File: src/rtl/match_sequencer.sv
// Match-level controller for pong: decodes PS/2 start/pause/reset keys and
// sequences the match through idle, serve, play, point-pause and game-over.
module match_sequencer #(
    parameter int         WIN_SCORE   = 7,
    parameter int         SERVE_TICKS = 48,
    parameter int         POINT_TICKS = 32,
    parameter logic [7:0] KEY_START   = 8'h29,
    parameter logic [7:0] KEY_PAUSE   = 8'h4D,
    parameter logic [7:0] KEY_RESET   = 8'h2D
) (
    input  logic       CLOCK_50,
    input  logic       rst_n,
    input  logic       move_tick,
    input  logic [7:0] scan_code,
    input  logic       scan_ready,
    input  logic       left_point,
    input  logic       right_point,
    output logic       ball_run,
    output logic       ball_reset,
    output logic       serve_dir,
    output logic [2:0] scoreL,
    output logic [2:0] scoreR,
    output logic       game_over,
    output logic       left_win,
    output logic       right_win,
    output logic [2:0] state_o
);

    typedef enum logic [2:0] {
        S_IDLE  = 3'd0,
        S_SERVE = 3'd1,
        S_PLAY  = 3'd2,
        S_POINT = 3'd3,
        S_PAUSE = 3'd4,
        S_OVER  = 3'd5
    } state_t;

    localparam logic [2:0] WIN = 3'(WIN_SCORE);

    state_t     state, state_nx;
    logic [7:0] countdown, countdown_nx;
    logic [2:0] score_l_nx, score_r_nx, score_l_inc, score_r_inc;
    logic       serve_dir_nx, left_win_nx, right_win_nx;
    logic       ball_run_nx, ball_reset_nx, game_over_nx;
    logic       break_flag, break_nx;
    logic       scan_ready_q, left_point_q, right_point_q;
    logic       key_event, make_valid, make_start, make_pause, make_reset;
    logic       left_edge, right_edge;

    assign key_event  = scan_ready & ~scan_ready_q;
    assign left_edge  = left_point & ~left_point_q;
    assign right_edge = right_point & ~right_point_q;

    assign score_l_inc = (scoreL >= WIN) ? scoreL : scoreL + 3'd1;
    assign score_r_inc = (scoreR >= WIN) ? scoreR : scoreR + 3'd1;

    // E0 prefixes are transparent; after F0 the following byte is a release.
    always_comb begin
        break_nx   = break_flag;
        make_valid = 1'b0;
        if (key_event && scan_code != 8'hE0) begin
            if (break_flag)
                break_nx = 1'b0;
            else if (scan_code == 8'hF0)
                break_nx = 1'b1;
            else
                make_valid = 1'b1;
        end
    end

    assign make_start = make_valid && (scan_code == KEY_START);
    assign make_pause = make_valid && (scan_code == KEY_PAUSE);
    assign make_reset = make_valid && (scan_code == KEY_RESET);

    always_comb begin
        state_nx      = state;
        countdown_nx  = countdown;
        score_l_nx    = scoreL;
        score_r_nx    = scoreR;
        serve_dir_nx  = serve_dir;
        left_win_nx   = left_win;
        right_win_nx  = right_win;
        ball_run_nx   = 1'b0;
        ball_reset_nx = 1'b1;
        game_over_nx  = 1'b0;

        case (state)
            S_IDLE: begin
                if (make_start) begin
                    state_nx     = S_SERVE;
                    countdown_nx = 8'(SERVE_TICKS);
                end
            end
            S_SERVE: begin
                if (countdown == 8'd0)
                    state_nx = S_PLAY;
                else if (move_tick)
                    countdown_nx = countdown - 8'd1;
            end
            S_PLAY: begin
                // A point beats a simultaneous pause; left beats right.
                if (left_edge) begin
                    score_l_nx   = score_l_inc;
                    serve_dir_nx = 1'b1;
                    if (score_l_inc == WIN) begin
                        state_nx    = S_OVER;
                        left_win_nx = 1'b1;
                    end else begin
                        state_nx     = S_POINT;
                        countdown_nx = 8'(POINT_TICKS);
                    end
                end else if (right_edge) begin
                    score_r_nx   = score_r_inc;
                    serve_dir_nx = 1'b0;
                    if (score_r_inc == WIN) begin
                        state_nx     = S_OVER;
                        right_win_nx = 1'b1;
                    end else begin
                        state_nx     = S_POINT;
                        countdown_nx = 8'(POINT_TICKS);
                    end
                end else if (make_pause) begin
                    state_nx = S_PAUSE;
                end
            end
            S_POINT: begin
                if (countdown == 8'd0) begin
                    state_nx     = S_SERVE;
                    countdown_nx = 8'(SERVE_TICKS);
                end else if (move_tick) begin
                    countdown_nx = countdown - 8'd1;
                end
            end
            S_PAUSE: begin
                if (make_pause)
                    state_nx = S_PLAY;
            end
            S_OVER: begin
                if (make_start) begin
                    state_nx     = S_SERVE;
                    countdown_nx = 8'(SERVE_TICKS);
                    score_l_nx   = 3'd0;
                    score_r_nx   = 3'd0;
                    left_win_nx  = 1'b0;
                    right_win_nx = 1'b0;
                end
            end
            default: state_nx = S_IDLE;
        endcase

        if (make_reset) begin
            state_nx     = S_IDLE;
            countdown_nx = 8'd0;
            score_l_nx   = 3'd0;
            score_r_nx   = 3'd0;
            serve_dir_nx = 1'b0;
            left_win_nx  = 1'b0;
            right_win_nx = 1'b0;
        end

        // Ball control is decoded from the next state so it registers with it.
        case (state_nx)
            S_PLAY: begin
                ball_run_nx   = 1'b1;
                ball_reset_nx = 1'b0;
            end
            S_PAUSE: ball_reset_nx = 1'b0;
            S_OVER:  game_over_nx  = 1'b1;
            default: ball_reset_nx = 1'b1;
        endcase
    end

    always_ff @(posedge CLOCK_50 or negedge rst_n) begin
        if (!rst_n) begin
            scan_ready_q  <= 1'b0;
            left_point_q  <= 1'b0;
            right_point_q <= 1'b0;
        end else begin
            scan_ready_q  <= scan_ready;
            left_point_q  <= left_point;
            right_point_q <= right_point;
        end
    end

    always_ff @(posedge CLOCK_50 or negedge rst_n) begin
        if (!rst_n) begin
            state      <= S_IDLE;
            countdown  <= 8'd0;
            scoreL     <= 3'd0;
            scoreR     <= 3'd0;
            serve_dir  <= 1'b0;
            left_win   <= 1'b0;
            right_win  <= 1'b0;
            break_flag <= 1'b0;
            ball_run   <= 1'b0;
            ball_reset <= 1'b1;
            game_over  <= 1'b0;
        end else begin
            state      <= state_nx;
            countdown  <= countdown_nx;
            scoreL     <= score_l_nx;
            scoreR     <= score_r_nx;
            serve_dir  <= serve_dir_nx;
            left_win   <= left_win_nx;
            right_win  <= right_win_nx;
            break_flag <= break_nx;
            ball_run   <= ball_run_nx;
            ball_reset <= ball_reset_nx;
            game_over  <= game_over_nx;
        end
    end

    assign state_o = state;

endmodule

File: config.mk
export PLATFORM = sky130hd
export DESIGN_NAME = match_sequencer
export DESIGN_NICKNAME = d
export VERILOG_FILES = /design/src/rtl/match_sequencer.sv
export SDC_FILE = /design/constraint.sdc
export NUM_CORES = 1
export LEC_CHECK = 0
export ABC_AREA = 1
export CORE_UTILIZATION = 40
export CTS_CLUSTER_SIZE = 40
export DETAILED_ROUTE_END_ITERATION = 12
export PLACE_DENSITY_LB_ADDON = 0.3
export REMOVE_ABC_BUFFERS = 1
export SETUP_SLACK_MARGIN = 0.3
export SYNTH_ARGS = -nofsm -noshare
export SYNTH_HDL_FRONTEND = slang
export SYNTH_SLANG_ARGS = --single-unit
File: constraint.sdc
create_clock -name CLOCK_50 -period 2.65 [get_ports CLOCK_50]
set_input_delay 0.265 -clock CLOCK_50 [delete_from_list [all_inputs] [get_ports CLOCK_50]]
set_output_delay 0.265 -clock CLOCK_50 [all_outputs]
set_load 0.02 [all_outputs]
==> run metrics <==
setup violators final 0; vias per cell 4.72; most common cell after layout, fill and taps aside nand2_1; type of origin of the critical path register; element type at the critical path end register; via count 1794; die span in y 73.1 microns; CP max FO 9; Pwr Density 748 nW/um^2; register area share after synthesis 0.335; Final Hold Fails 0; share of cells above drive strength 1 0.144; post-detail-place hpwl 3190 microns; Clock H-tree levels 1; Slew headroom 0.575; CTS tree done; Data arrival, critical path 2340 ps; fin nets 333; Seq cells post-synth 27; mux contribution to synthesized area 0; Post-Synth Simple-Gate Area 0.421; drt pass-1 iters 4; Syn Area/Cell 7.22 sq um; GRT Util Overall 0.173; Top FF cell, synth dfrtp_1; CP Class register to register; IO Port Bufs 28; register area 677 sq um; # IOs 29; first-pass GRT wire length 7160 microns; Die ar. 5340 sq um; antenna cells 0; largest family of logic cells by synthesized area simple AND/OR/NAND/NOR gates; fin. max-slew vios 0; RSZ-0062 raised after global routing yes; Synth Area in XOR/XNOR 0.0217; Yosys cell types 38; Routed WL 3990 microns; Post-DRT Antenna Nets 0; f_max 466 MHz; initial antenna violation count 0; starting density of the core 0.422; FF-to-FF Start scoreR[0]; clk buf depth 2; FP Rows 25; DR WL/cell 10.5 microns; r2r endpoint countdown[6]; pre-CTS WS 514 ps; Critical Path RT 2850 ps; Hold WC Path Type input pin to asynchronous set/reset pin; worst setup margin 505 ps; Initial DRC Count 67; Core Area 4790 sq um; Hold Buf Count CTS 0; pin count of the biggest net entering global routing 17; maximum VDD drop 0.334 mV; r2r worst-path depth 13; Residual DRC 0; ys async rst share 1.00; Worst-path clk slew 90 ps; Filler cells 487; die width 73.1 microns; Worst Tran Pin Value 635 ps; global route overflow 0; TNS Setup 0 ps; Compound-Gate Fraction of Synth Area 0.103; Area growth syn-to-layout 21.0%; Period minus WS final 2140 ps; Post-synth EDFFs 0; area taken by multi-input logic gates 1170 sq um; max cap viols 0; GPL Wtd Cong 0.838; Synth warnings 0; Adder-Cell Fraction of Synth Area 0.0309; Post-Synthesis Cell Area 2020 sq um; clk_skew 4.46 ps; vias in the first global route 1687; Clock Sinks 27; CTS root buf clkbuf_8; Synth Instances 280; CTS Buf Count 3; Clock Latency Late Sink 270 ps; most frequent cells in the layout 68 x nand2_1, 39 x inv_1, 39 x nor2_1; crit share post-route 0.809; reg2reg setup slack 510 ps; status finished, final reports clean; leakage power 1.22 nW
through the flow:
step	std cells	utilization	instance area [sq um]	total power [mW]	hold slack (ps)
after floorplan	279	-	2020	1.30	-30.6
after global placement	375	0.499	2390	1.56	466
after detailed placement	375	0.499	2390	1.59	467
after CTS	379	0.508	2430	1.83	400
after global routing	380	0.511	2450	2.01	414
final	380	0.511	2450	1.83	382
kinds of logic (layout without fill, tap and decap cells):
logic type / Yosys count / after routing
fa+ha+maj: 5 / 5
flops: 27 / 27
compound gates: 33 / 33
buf+inv: 46 / 79
xor+xnor: 5 / 5
simple gates: 164 / 164
per-layer routing:
metal / global-route usage / wire length, microns
met5: 0 / 0
met4: 0.0719 / 65
met3: 0.0180 / 78
met2: 0.307 / 1890
met1: 0.213 / 1960
worst max-delay path by stage:
| stage | slack, ps | cells past startpoint | to | from |
|---|---|---|---|---|
| 4_1_cts | 500 | 13 | countdown[6] | scoreR[0] |
| 2_1_floorplan | 650 | 13 | countdown[0] | scoreL[0] |
| 3_5_place_dp | 510 | 14 | scoreR[1] | scan_code[2] |
| 6_report | 510 | 13 | countdown[6] | scoreR[0] |
| 3_3_place_gp | 550 | 14 | scoreR[1] | scan_code[2] |
| 5_1_grt | 300 | 13 | countdown[1] | scoreR[1] |
worst max-delay path, stage by stage, from the launching register on:
cell,delay [ps]
dfrtp_1,450
ha_1,230
ha_1,170
inv_1,130
nand3_1,90
o21ai_0,100
nor2_1,70
nand2_1,80
nand2_1,100
nor2_2,200
nor2_2,80
nor2_4,200
nand2_1,80
o21ai_1,80
sequential cells by signal, indices dropped and copies added, names as in the netlist:
name and flops:
ball_reset 1, left_point_q 1, ball_run 1, left_win 1, break_flag 1, scoreR 3
countdown 8, right_win 1, right_point_q 1, scoreL 3, game_over 1, state_o 3
serve_dir 1, scan_ready_q 1
repair_timing:
item	in CTS	in global routing
gates resized for setup	0	1
buffers inserted	0	1
setup endpoints to repair	0	5
where the power goes:
group | switching, mW | internal, mW
clock | 0.121 | 0.108
combinational | 0.505 | 0.415
sequential | 0.147 | 0.535
layout make-up:
type,count,area share
flip-flops and latches,27,0.277
inverters,45,0.0706
multi-input cells,207,0.480
well taps,67,0.0343
clock buffers,4,0.0184
repair buffers,30,0.121
Yosys cell counts (2+ instances only):
| cell type | count | area (sq um) |
|---|---|---|
| nand2_2 | 5 | 31.3 |
| nor2_2 | 3 | 18.8 |
| nand4_4 | 3 | 63.8 |
| xnor2_1 | 2 | 17.5 |
| xor2_1 | 3 | 26.3 |
| inv_1 | 39 | 146 |
| ha_1 | 5 | 62.6 |
| o21ai_1 | 8 | 40.0 |
| a21oi_1 | 3 | 15.0 |
| nor2_8 | 2 | 40.0 |
| o21ai_2 | 3 | 26.3 |
| dfrtp_1 | 26 | 651 |
| or2_2 | 5 | 31.3 |
| nor2_4 | 4 | 45.0 |
| o21ai_0 | 10 | 50.1 |
| nand3_1 | 21 | 105 |
| nand3b_1 | 4 | 30.0 |
| nor2_1 | 39 | 146 |
| nand2_1 | 68 | 255 |
| nand4_1 | 4 | 25.0 |
| nand2_4 | 3 | 33.8 |
| inv_2 | 4 | 15.0 |
Power figures use the tool's default switching activity.
